===== src/rtl/x_bus_caster.sv =====
// rtl/x_bus_caster.sv - X-bus caster: column-tag match, ifmap FIFO toward the PE, held result word back to the bus
module x_bus_caster #(
    parameter int DATA_WIDTH = 16,
    parameter int NUM_COL    = 4,
    parameter int FIFO_DEPTH = 2,
    parameter int CW         = $clog2(NUM_COL),
    parameter int CNTW       = $clog2(FIFO_DEPTH + 1),
    parameter int PW         = (FIFO_DEPTH > 1) ? $clog2(FIFO_DEPTH) : 1
) (
    input  logic                  clk,
    input  logic                  rst,
    input  logic                  cfg_we,
    input  logic [CW-1:0]         cfg_col_id,
    input  logic                  CASTER_en,
    input  logic [CW-1:0]         col,
    input  logic [DATA_WIDTH-1:0] data_B2C,
    output logic                  PE_ready,
    input  logic                  ret_rd,
    output logic [DATA_WIDTH-1:0] data_C2B,
    output logic                  ret_valid,
    output logic [DATA_WIDTH-1:0] pe_ifmap,
    output logic                  pe_valid,
    input  logic                  pe_ack,
    input  logic [DATA_WIDTH-1:0] pe_res,
    input  logic                  pe_res_valid,
    output logic                  pe_res_ready,
    output logic                  err
);

    logic [CW-1:0]         id_q, id_d;
    logic [CNTW-1:0]       cnt_q, cnt_d;
    logic [PW-1:0]         wr_ptr_q, wr_ptr_d;
    logic [PW-1:0]         rd_ptr_q, rd_ptr_d;
    logic [DATA_WIDTH-1:0] mem_q [FIFO_DEPTH];
    logic [DATA_WIDTH-1:0] mem_d [FIFO_DEPTH];
    logic [DATA_WIDTH-1:0] hold_q, hold_d;
    logic                  hold_full_q, hold_full_d;
    logic                  err_q, err_d;

    logic full, hit, sel, pop, push, push_drop, load, rd_ok, rd_empty;

    function automatic logic [PW-1:0] ptr_inc(input logic [PW-1:0] p);
        return (p == PW'(FIFO_DEPTH - 1)) ? '0 : p + PW'(1);
    endfunction

    assign full         = (cnt_q == CNTW'(FIFO_DEPTH));
    assign PE_ready     = !full;
    assign pe_valid     = (cnt_q != '0);
    assign pe_ifmap     = pe_valid ? mem_q[rd_ptr_q] : '0;
    assign ret_valid    = hold_full_q;
    assign pe_res_ready = !hold_full_q;
    assign data_C2B     = hold_full_q ? hold_q : '0;
    assign err          = err_q;

    // Matching uses the ID registered before this edge; a same-cycle cfg_we only affects later cycles.
    assign sel       = (col == id_q);
    assign hit       = CASTER_en && sel;
    assign pop       = pe_valid && pe_ack;
    // A full FIFO still accepts a hit when the head leaves in the same cycle.
    assign push      = hit && (!full || pop);
    assign push_drop = hit && full && !pop;
    assign load      = pe_res_valid && !hold_full_q;
    assign rd_ok     = ret_rd && sel && hold_full_q;
    assign rd_empty  = ret_rd && sel && !hold_full_q;

    always_comb begin
        id_d        = id_q;
        cnt_d       = cnt_q;
        wr_ptr_d    = wr_ptr_q;
        rd_ptr_d    = rd_ptr_q;
        mem_d       = mem_q;
        hold_d      = hold_q;
        hold_full_d = hold_full_q;
        err_d       = err_q;
        if (cfg_we) begin
            id_d        = cfg_col_id;
            cnt_d       = '0;
            wr_ptr_d    = '0;
            rd_ptr_d    = '0;
            hold_full_d = 1'b0;
            err_d       = 1'b0;
        end else begin
            if (push) begin
                mem_d[wr_ptr_q] = data_B2C;
                wr_ptr_d        = ptr_inc(wr_ptr_q);
            end
            if (pop) begin
                rd_ptr_d = ptr_inc(rd_ptr_q);
            end
            if (push && !pop) begin
                cnt_d = cnt_q + CNTW'(1);
            end else if (pop && !push) begin
                cnt_d = cnt_q - CNTW'(1);
            end
            if (load) begin
                hold_d      = pe_res;
                hold_full_d = 1'b1;
            end else if (rd_ok) begin
                hold_full_d = 1'b0;
            end
            if (push_drop || rd_empty) begin
                err_d = 1'b1;
            end
        end
    end

    always_ff @(posedge clk) begin
        if (rst) begin
            id_q        <= '0;
            cnt_q       <= '0;
            wr_ptr_q    <= '0;
            rd_ptr_q    <= '0;
            hold_q      <= '0;
            hold_full_q <= 1'b0;
            err_q       <= 1'b0;
            for (int i = 0; i < FIFO_DEPTH; i++) begin
                mem_q[i] <= '0;
            end
        end else begin
            id_q        <= id_d;
            cnt_q       <= cnt_d;
            wr_ptr_q    <= wr_ptr_d;
            rd_ptr_q    <= rd_ptr_d;
            hold_q      <= hold_d;
            hold_full_q <= hold_full_d;
            err_q       <= err_d;
            mem_q       <= mem_d;
        end
    end

endmodule


===== config.mk =====
export PLATFORM = sky130hd
export DESIGN_NAME = x_bus_caster
export DESIGN_NICKNAME = d
export VERILOG_FILES = /design/src/rtl/x_bus_caster.sv
export SDC_FILE = /design/constraint.sdc
export NUM_CORES = 1
export LEC_CHECK = 0
export ABC_AREA = 1
export ABC_CLOCK_PERIOD_IN_PS = 3900
export CAP_MARGIN = 20
export CORE_ASPECT_RATIO = 0.7
export CORE_MARGIN = 3
export CORE_UTILIZATION = 55
export CTS_BUF_LIST = sky130_fd_sc_hd__clkbuf_4
export DETAILED_ROUTE_END_ITERATION = 8
export DONT_BUFFER_PORTS = 1
export HOLD_SLACK_MARGIN = 0.15
export PLACE_DENSITY = 0.7
export SETUP_SLACK_MARGIN = 0.02
export SLEW_MARGIN = 20
export SYNTH_ARGS = -nofsm -noshare
export SYNTH_HDL_FRONTEND = slang
export SYNTH_SLANG_ARGS = --single-unit

===== constraint.sdc =====
create_clock -name clk -period 3.9 [get_ports clk]
set_input_delay 0.585 -clock clk [delete_from_list [all_inputs] [get_ports clk]]
set_output_delay 0.585 -clock clk [all_outputs]
set_load 0.05 [all_outputs]

==> summary.txt, run 1 <==
Finish
  • Total of fill cells in the finished design: 460
  • Post-synthesis to final-layout area growth: 5.72%
  • Share of post-route cells with drive strength above 1: 9.16%
  • Utilization of the core after routing: 62.6%
  • Combined area of the multi-input logic cells: 1120 µm²
  • Nets: 459
  • Register Area: 1120 µm²
  • Count of antenna diodes in the layout: 0
  • Final cell count without fillers: 470

Critical path
  • Class of the most critical setup path: register to output pin
  • Critical Path RT: 3.31 ns
  • Top cell family by delay on the critical path: buffers and inverters
  • Crit path buffers/inverters: 2
  • Slowest stage delay, CP: 0.62 ns
  • Register-to-Register Path Depth: 12
  • Setup crit start: cnt_q[1]$_SDFFE_PP0P_
  • Critical Path, Cell by Cell: nor2_1 > inv_1 > o21ai_0 > a21oi_1 > buf_4
  • Launch instance of the worst register-to-register path: id_q[1]$_SDFFE_PP0P_
  • Register-to-register setup slack: 2.03 ns
  • Critical-path maximum fanout: 17
  • Capture point of the worst reg-to-reg path: cnt_q[1]$_SDFFE_PP0P_
  • Crit end category: output pin
  • Launching element type of the critical path: register
  • Critical Path Slowest Stage Cell: inv_1
  • Critical path arrival: 2.09 ns

Synthesis
  • Cell count after synthesis: 409
  • Synthesized area divided by synthesized cell count: 6.52 µm²
  • Syn nets: 453
  • Biggest area consumer among synthesized cells: dfxtp_1
  • Number of storage elements in the synthesis netlist: 56
  • Sequential element share of the synthesized area: 42.0%
  • Syn. warnings: 0
  • Count of cell types in the netlist: 20
  • Area of the mapped netlist: 2670 µm²
  • Top cells by area in the synthesized netlist: dfxtp_1, nand2_1, inv_1
  • Top cell type's share of synthesized area: 42.0%

STA
  • Max-slew headroom at the worst pin: 32.2%
  • Endpoints failing setup: 0
  • Tightest Pin Transition: 1.02 ns
  • Final period utilization: 68.5%
  • Unrepaired setup endpoints after global routing: no
  • Final sum of negative setup slack: 0 ns
  • Achievable clock frequency: 0.374 GHz
  • Hold Vio Cnt, Final: 0
  • Max Transition Viols Final: 0
  • Hold slack: 0.345 ns
  • Final setup margin: 1.23 ns
  • Shortest clock period the worst path allows after layout: 2.67 ns
  • Worst clock skew on the final layout: 0.0112 ns

Power and ir drop
  • Power per standard cell area: 347 nW/µm²
  • Switching part of the total: 27.8%
  • Internal power: 706 µW
  • Logic gate share of total power: 13.0%
  • Switching Power: 271 µW
  • Highest ir drop seen on vdd: 0.233 mV
  • Leakage power figure: 0.00151 µW
  • Sequential fraction of design power: 62.6%
  • Share of total power in the clock network: 24.5%

Clocking
  • Clock latency on the worst-skew pair: 0.37 ns
  • Setup repair bufs after CTS: 0
  • Quantity of hold-fixing buffers added after cts: 0
  • Level count of the clock H-tree: 2
  • Clock tree from TritonCTS: done
  • Clock transition time at the flip-flop clock pins of the worst setup and hold paths: 0.15 ns
  • TritonCTS sink count: 56
  • Cells resized by post-CTS repair: 0
  • TritonCTS buffer count: 5
  • CTS max path bufs: 2
  • Buffer type at the clock tree root: clkbuf_4

Placement
  • Detailed-placement wirelength estimate: 3.60 mm
  • Worst slack at placement: 1.63 ns
  • Buffers on Ports: 0
  • Cell Count Post-Placement: 463
  • Placer's final routability congestion estimate: 0.793

Floorplanning
  • Initial standard-cell utilization of the core: 59.2%
  • Die Y-Extent: 64.3 µm
  • Std cell rows: 20
  • Die outline area: 5730 µm²
  • I/O pin cnt: 80
  • Horizontal die dimension: 89.2 µm
  • Placeable core region: 4500 µm²

GRT
  • Global Route Usage Sum: 18.8%
  • Number of antenna violations at the first check in global routing: 0
  • Wire length of the first global-routing pass: 8.71 mm
  • Remaining global-route overflow: 0
  • Vias in the first global route: 2007
  • Pin count of the biggest net entering global routing: 35

Route
  • Antenna violation net count after detailed routing: 0
  • Average routed wire per standard cell: 11.0 µm
  • Final WL: 5.19 mm
  • Iter 0 DRT Violations: 114
  • Residual DRC: 0
  • First-pass DRT Iterations: 4
  • Overall via count from detail_route: 2272
  • Average vias per placed instance: 4.83

Run status
  • Outcome: complete, no violations

Worst hold path
  • Hold/Removal Path Class: input port to register
  • Worst hold path cell count: 2
  • Hold path startpoint: data_B2C[9]
  • Worst Hold End: mem_q[25]$_SDFFE_PP0P_

Flow run
  • Number of maximum-capacitance violations: 0
-- final cells by class --
| cell class | count | area share, % |
|---|---|---|
| clock buffer | 6 | 1.60 |
| clock inverter | 1 | 0.178 |
| inverter | 81 | 10.8 |
| multi-input combinational | 252 | 39.9 |
| sequential | 56 | 39.8 |
| tap | 55 | 2.44 |
| timing repair buffer | 19 | 5.33 |
-- how the worst max path moves through the flow --
stage	slack [ns]	to	cells after the start
after global placement	1.65	pe_ifmap[4]	5
final	1.23	pe_ifmap[7]	5
after CTS	1.20	pe_ifmap[4]	5
after detailed placement	1.63	pe_ifmap[7]	5
after global routing	0.98	pe_ifmap[4]	5
after floorplan	1.54	pe_ifmap[10]	5
-- placed cells by master, fill, tap and decap left out --
master    netlist  final
a21boi_0        1      1
a21oi_1        38     38
buf_4           2     18
buf_8           0      1
clkbuf_4        0      6
clkinv_2        0      1
dfxtp_1        56     56
ha_1            1      1
inv_1          77     77
inv_2           4      4
nand2_1        91     91
nand2_2         3      3
nand3_1         2      1
nand3_2         0      1
nand4_4         2      2
nor2_1         72     72
nor2_2          1      1
nor2_8          1      1
o21ai_0        30     30
o21ai_1        10     10
-- power groups by stage --
stage	Clock (µW)	Combinational (µW)	Sequential, µW
floorplan	0	109	622
finish	239	127	612
global route	271	143	615
detailed placement	0	127	624
global placement	0	123	624
CTS	251	128	612
-- sequential cells by signal (all words and copies together) (netlist names) --
| signal | count |
|---|---|
| mem_q | 32 |
| hold_q | 16 |
| cnt_q | 2 |
| id_q | 2 |
| err | 1 |
| rd_ptr_q | 1 |
| ret_valid | 1 |
| wr_ptr_q | 1 |
-- cell usage after synthesis --
cell,instances
nand3_1,2
nand2_2,3
buf_2,7
a21boi_0,1
a21oi_1,38
buf_1,1
clkbuf_1,6
nand4_4,2
nor2_2,1
buf_6,4
buf_4,2
dfxtp_1,56
nor2_1,72
nand2_1,91
nor2_8,1
inv_2,4
inv_1,77
o21ai_0,30
ha_1,1
o21ai_1,10
-- logic make-up after synthesis --
kind of cell    count (synthesis)  share of synthesized area [%]
fa+ha+maj                       1                          0.469
simple gates                  172                           26.6
flops                          56                           42.0
compound gates                 79                           14.9
buf+inv                       101                           16.0
-- layer usage --
metal	up-vias	part of all wire, %	global-route usage, %
met5	-	0	0
met4	0	0.87	4.46
met3	6	7.4	5.54
met2	50	45	31.3
met1	982	46	23.7
li1	1234	-	-
-- stage by stage --
stage | total power [µW] | cell area [µm²]
after floorplan | 732 | 2670
after global placement | 747 | 2750
after detailed placement | 752 | 2760
after CTS | 991 | 2810
after global routing | 1030 | 2820
final | 978 | 2820
(Power assumes the default switching activity.)
==> run 2: changes to the inputs <==
ABC_CLOCK_PERIOD_IN_PS = 2570   (was 3900)
clock period = 2.57 ns   (was 3.9 ns; I/O delays follow)
==> summary.txt, run 2 (synthesis gave the netlist of run 1 again) <==
Route
  • Residual DRC: 0
  • Antenna violation net count after detailed routing: 0
  • Average routed wire per standard cell: 11.4 µm
  • Average vias per placed instance: 4.79
  • Final WL: 5.66 mm
  • Iter 0 DRT Violations: 102
  • First-pass DRT Iterations: 5
  • Overall via count from detail_route: 2364

Finish
  • Count of antenna diodes in the layout: 0
  • Commonest non-fill, non-tap cell in the layout: nand2_1
  • Post-synthesis to final-layout area growth: 13.7%
  • Largest register FFs: 32
  • Most used cells in the layout excluding fill and tap cells: nand2_1, inv_1, nor2_1
  • Nets: 482
  • Share of post-route cells with drive strength above 1: 9.57%
  • Utilization of the core after routing: 67.3%
  • Register ranked first by flip-flop count: mem_q
  • Top flop regs: mem_q: 32 flops, hold_q: 16 flops

Critical path
  • Critical Path Slowest Stage Cell: dfxtp_1
  • Launching element type of the critical path: register
  • Crit path capture: pe_ifmap[15]
  • Slowest stage delay, CP: 0.41 ns
  • Register-to-register setup slack: 0.76 ns
  • Critical-path maximum fanout: 17
  • Register-to-Register Path Depth: 12
  • Class of the most critical setup path: register to output pin
  • Capture point of the worst reg-to-reg path: cnt_q[1]$_SDFFE_PP0P_
  • Critical Path RT: 2.18 ns
  • Critical Path, Cell by Cell: nor2_1 > inv_1 > o21ai_0 > a21oi_1 > buf_4
  • Setup crit start: cnt_q[0]$_SDFFE_PP0P_
  • Launch instance of the worst register-to-register path: id_q[1]$_SDFFE_PP0P_
  • Crit end category: output pin
  • Critical path arrival: 1.82 ns

Clocking
  • Level count of the clock H-tree: 2
  • Buffer type at the clock tree root: clkbuf_4
  • Clock latency on the worst-skew pair: 0.36 ns
  • TritonCTS sink count: 56
  • CTS max path bufs: 2
  • TritonCTS buffer count: 5
  • Clock transition time at the flip-flop clock pins of the worst setup and hold paths: 0.14 ns
  • Cells resized by post-CTS repair: 0
  • Setup repair bufs after CTS: 0
  • Clock tree from TritonCTS: done

STA
  • Final sum of negative setup slack: 0 ns
  • Max Transition Viols Final: 0
  • Endpoints failing setup: 0
  • Unrepaired setup endpoints after global routing: no
  • Tightest Pin Transition: 0.777 ns
  • Final setup margin: 0.365 ns
  • Worst clock skew on the final layout: 0.00488 ns
  • Hold slack: 0.170 ns
  • Final period utilization: 85.8%
  • Shortest clock period the worst path allows after layout: 2.21 ns
  • Max-slew headroom at the worst pin: 48.1%
  • Achievable clock frequency: 0.453 GHz
  • Hold Vio Cnt, Final: 0

Worst hold path
  • Worst hold path cell count: 2
  • Hold/Removal Path Class: input port to register

Floorplanning
  • Horizontal die dimension: 89.2 µm
  • Die outline area: 5730 µm²
  • Std cell rows: 20
  • I/O pin cnt: 80
  • Placeable core region: 4500 µm²
  • Initial standard-cell utilization of the core: 59.2%
  • Die Y-Extent: 64.3 µm

GRT
  • Pin count of the biggest net entering global routing: 33
  • Number of antenna violations at the first check in global routing: 0
  • Vias in the first global route: 2125
  • Remaining global-route overflow: 0
  • Global Route Usage Sum: 20.2%
  • Wire length of the first global-routing pass: 9.25 mm

Power and ir drop
  • Power per standard cell area: 505 nW/µm²
  • Highest ir drop seen on vdd: 0.285 mV
  • Leakage power figure: 0.00161 µW

Run status
  • Outcome: complete, no violations

Flow run
  • Number of maximum-capacitance violations: 0

Placement
  • Buffers on Ports: 0
  • Detailed-placement wirelength estimate: 3.75 mm
  • Placer's final routability congestion estimate: 0.773
  • Worst slack at placement: 0.736 ns
-- run 2: worst min-delay path by stage --
stage	slack (ns)	from	end
2_1_floorplan	0.42	hold_q[15]$_SDFFE_PP0P_	hold_q[15]$_SDFFE_PP0P_
3_3_place_gp	0.43	hold_q[2]$_SDFFE_PP0P_	hold_q[2]$_SDFFE_PP0P_
3_5_place_dp	0.44	hold_q[5]$_SDFFE_PP0P_	hold_q[5]$_SDFFE_PP0P_
4_1_cts	0.15	data_B2C[14]	mem_q[30]$_SDFFE_PP0P_
5_1_grt	0.17	pe_res[5]	hold_q[5]$_SDFFE_PP0P_
6_report	0.17	data_B2C[13]	mem_q[29]$_SDFFE_PP0P_
-- run 2: where the power goes --
part / switching, µW / internal (µW) / leakage, µW / total [µW]
sequential: 19.8 / 906 / 0.000456 / 926
combinational: 152 / 75.1 / 0.00112 / 227
clock: 249 / 127 / 0.0000338 / 376
-- run 2: worst max-delay path: cells and delay by family (launching register included) --
family,cells,cell delay [ns]
flip-flops,1,0.41
AND/OR/NAND/NOR,1,0.08
buffers and inverters,2,0.60
AO/OA/AOI/OAI,2,0.37
-- run 2: area by class of cell --
type,instances,area (µm²)
fillers,420,1470
flip-flops and latches,56,1120
multi-input cells,252,1120
repair buffers,42,360
inverters,81,304
well taps,55,68.8
clock buffers,7,52.6
clock inverters,1,3.75
-- run 2: what timing repair did --
item                                    CTS  global route
endpoints found under the setup margin    0             0
hold buffers                             16             2
endpoints found under the hold margin    28             3
-- run 2: per-layer routing --
metal / share of wire [%] / up-vias / wire [µm] / GRT usage [%]
li1: - / 1276 / - / -
met3: 4.8 / 5 / 270 / 4.77
met5: 0 / - / 0 / 0
met4: 0.76 / 0 / 43 / 6.13
met2: 46 / 45 / 2600 / 33.8
met1: 48 / 1038 / 2740 / 25.5
-- run 2: through the flow --
step           instances  area, µm²  total power (µW)
3_3_place_gp         468       2790              1140
5_1_grt              494       3030              1620
6_report             494       3030              1530
3_5_place_dp         468       2790              1150
2_1_floorplan        409       2670              1110
4_1_cts              492       3010              1540
==> patch (flow settings as in run 1) <==
Take the reset off `hold_q` and load it in a clocked block of its own.
--- a/src/rtl/x_bus_caster.sv
+++ b/src/rtl/x_bus_caster.sv
@@ -110,7 +110,6 @@
             cnt_q       <= '0;
             wr_ptr_q    <= '0;
             rd_ptr_q    <= '0;
-            hold_q      <= '0;
             hold_full_q <= 1'b0;
             err_q       <= 1'b0;
             for (int i = 0; i < FIFO_DEPTH; i++) begin
@@ -121,12 +120,15 @@
             cnt_q       <= cnt_d;
             wr_ptr_q    <= wr_ptr_d;
             rd_ptr_q    <= rd_ptr_d;
-            hold_q      <= hold_d;
             hold_full_q <= hold_full_d;
             err_q       <= err_d;
             mem_q       <= mem_d;
         end
     end
 
+    always_ff @(posedge clk) begin
+        hold_q <= hold_d;
+    end
+
 endmodule
 
Behaviour: no difference found for any inputs over 10 cycles, from zero or initial values and one cycle with rst high; that may be too few to reach the edited logic, so the function may still have changed.
==> patch against run 1 <==
  * Worst setup slack worse by 55 ps
  * Wire length down 1.5%
  * Largest cell class is now sequential cells
  * Sequential cell count unchanged
  * Power up 8.4%
  * Largest power group unchanged
  * Via count down 9.0%
  * Non-clock buffer count down 1
  * Final area down 1.7%
  * Synthesized area down 3.0%
==> patch: results (changes against run 1) <==
Run status
  • Status: finished clean

Setup path
  • WP data arrival: 2140 ps (+50 ps)
  • CP max FO: 17 (unchanged)
  • Worst r2r path cells: 9 (-3)

Synthesis
  • Predominant post-synthesis flop cell: dfxtp_1
  • Sequential share of the synthesized area: 49.5% (+7.5 points)
  • Post-synth EDFFs: 16 (+16)
  • Top cells by count, synth: nand2_1, nor2_1, inv_1
  • Syn Nets: 401 (-11%)
  • Top cells by area, synth: dfxtp_1, edfxtp_1, nand2_1
  • Gate Count Post-Synth: 357 (-13%)
  • Compound-gate portion of the synthesized area: 9.19% (-5.7 points)
  • Adder-Cell Fraction of Synth Area: 0.484% (+0.015 points)

GRT
  • Vias in the first global route: 1984 (-1.1%)
  • Gr usage total: 19.7% (+0.91 points)

Detailed routing
  • Post-Route M1 WL: 2.35 mm (-2.4%)
  • DRT iter0 DRCs: 88 (-23%)
  • Vias per cell: 4.89 (+1.1%)
  • Met2 Routed Length: 2.35 mm (about the same)
  • Final WL: 5.11 mm (-1.5%)
  • Routed met3 length: 388 um (+1.6%)
  • Via Count: 2068 (-9.0%)

Clock tree
  • # Post-CTS Setup Buffers: 0 (unchanged)
  • Reg clk slew, reported paths: 150 ps (about the same)

Place
  • Dpl hpwl: 3.62 mm (+0.70%)
  • Routability congestion estimate: 0.775 (-2.3%)
  • Inst Count DP: 415 (-10%)

Cells and area
  • Nets@finish: 411 (-10%)
  • Top Registers: mem_q: 32 flops, hold_q: 16 flops
  • Share of cells above drive strength 1: 9.78% (+0.63 points)

Pwr
  • Maximum vdd drop: 0.209 mV (-10%)
  • Leakage Power: 1.46 nW (-3.3%)

Hold path
  • Worst Hold Class: in2reg
  • Worst hold path cell count: 0 (-2)

Timing
  • Worst-Margin Slew: 1010 ps (-3.59 ps)
  • Clk_skew: 8.14 ps (-3.05 ps)
[patch: layout make-up]
type,count,area (um2)
Clock buffer,6,45.0
Clock inverter,2,35.0
Fill cell,438,1660
Inverter,66,248
Multi-Input combinational cell,220,958
Sequential cell,56,1280
Tap cell,55,68.8
Timing Repair Buffer,18,135
[patch: cells by family after synthesis]
logic type      after synthesis
simple gates                172
flops                        56
compound gates               47
fa+ha+maj                     1
buf+inv                      81
[patch: critical path, stage by stage, from the launching register on]
cell and delay (ps):
dfxtp_1 410, nor2_1 80, inv_1 630, o21ai_0 260
a21oi_1 180, buf_4 220
[patch: path summary, 6_finish.rpt]
path                            startpoint            to  slack, ps
worst min-delay path             pe_res[6]     hold_q[6]        300
worst max-delay path              cnt_q[0]  pe_ifmap[14]       1170
worst min register to register     id_q[0]       id_q[0]        470
worst max register to register    cnt_q[0]      cnt_q[1]       2070
[patch: stage by stage]
| stage | util (%) | cell area, um2 | setup WS, ps | total power, mW | hold slack, ps |
|---|---|---|---|---|---|
| 2_1_floorplan | - | 2590 | 1540 | 0.745 | 436 |
| 3_3_place_gp | 60.8 | 2690 | 1650 | 0.759 | 448 |
| 3_5_place_dp | 60.8 | 2690 | 1610 | 0.763 | 451 |
| 4_1_cts | 62.6 | 2770 | 1160 | 1.07 | 280 |
| 5_1_grt | 62.6 | 2770 | 1030 | 1.11 | 263 |
| 6_report | 62.6 | 2770 | 1170 | 1.06 | 300 |
[patch: where the power goes]
group          total, mW  switching (mW)  internal (mW)
logic              0.118          0.0910         0.0269
registers          0.632          0.0116          0.620
clock network      0.310           0.168          0.142
total               1.06           0.271          0.789
[patch: routing by layer]
layer | global-route usage (%) | up-vias
met3 | 5.75 | 2
li1 | - | 1083
met5 | 0 | -
met2 | 32.3 | 57
met1 | 25.0 | 926
met4 | 5.75 | 0
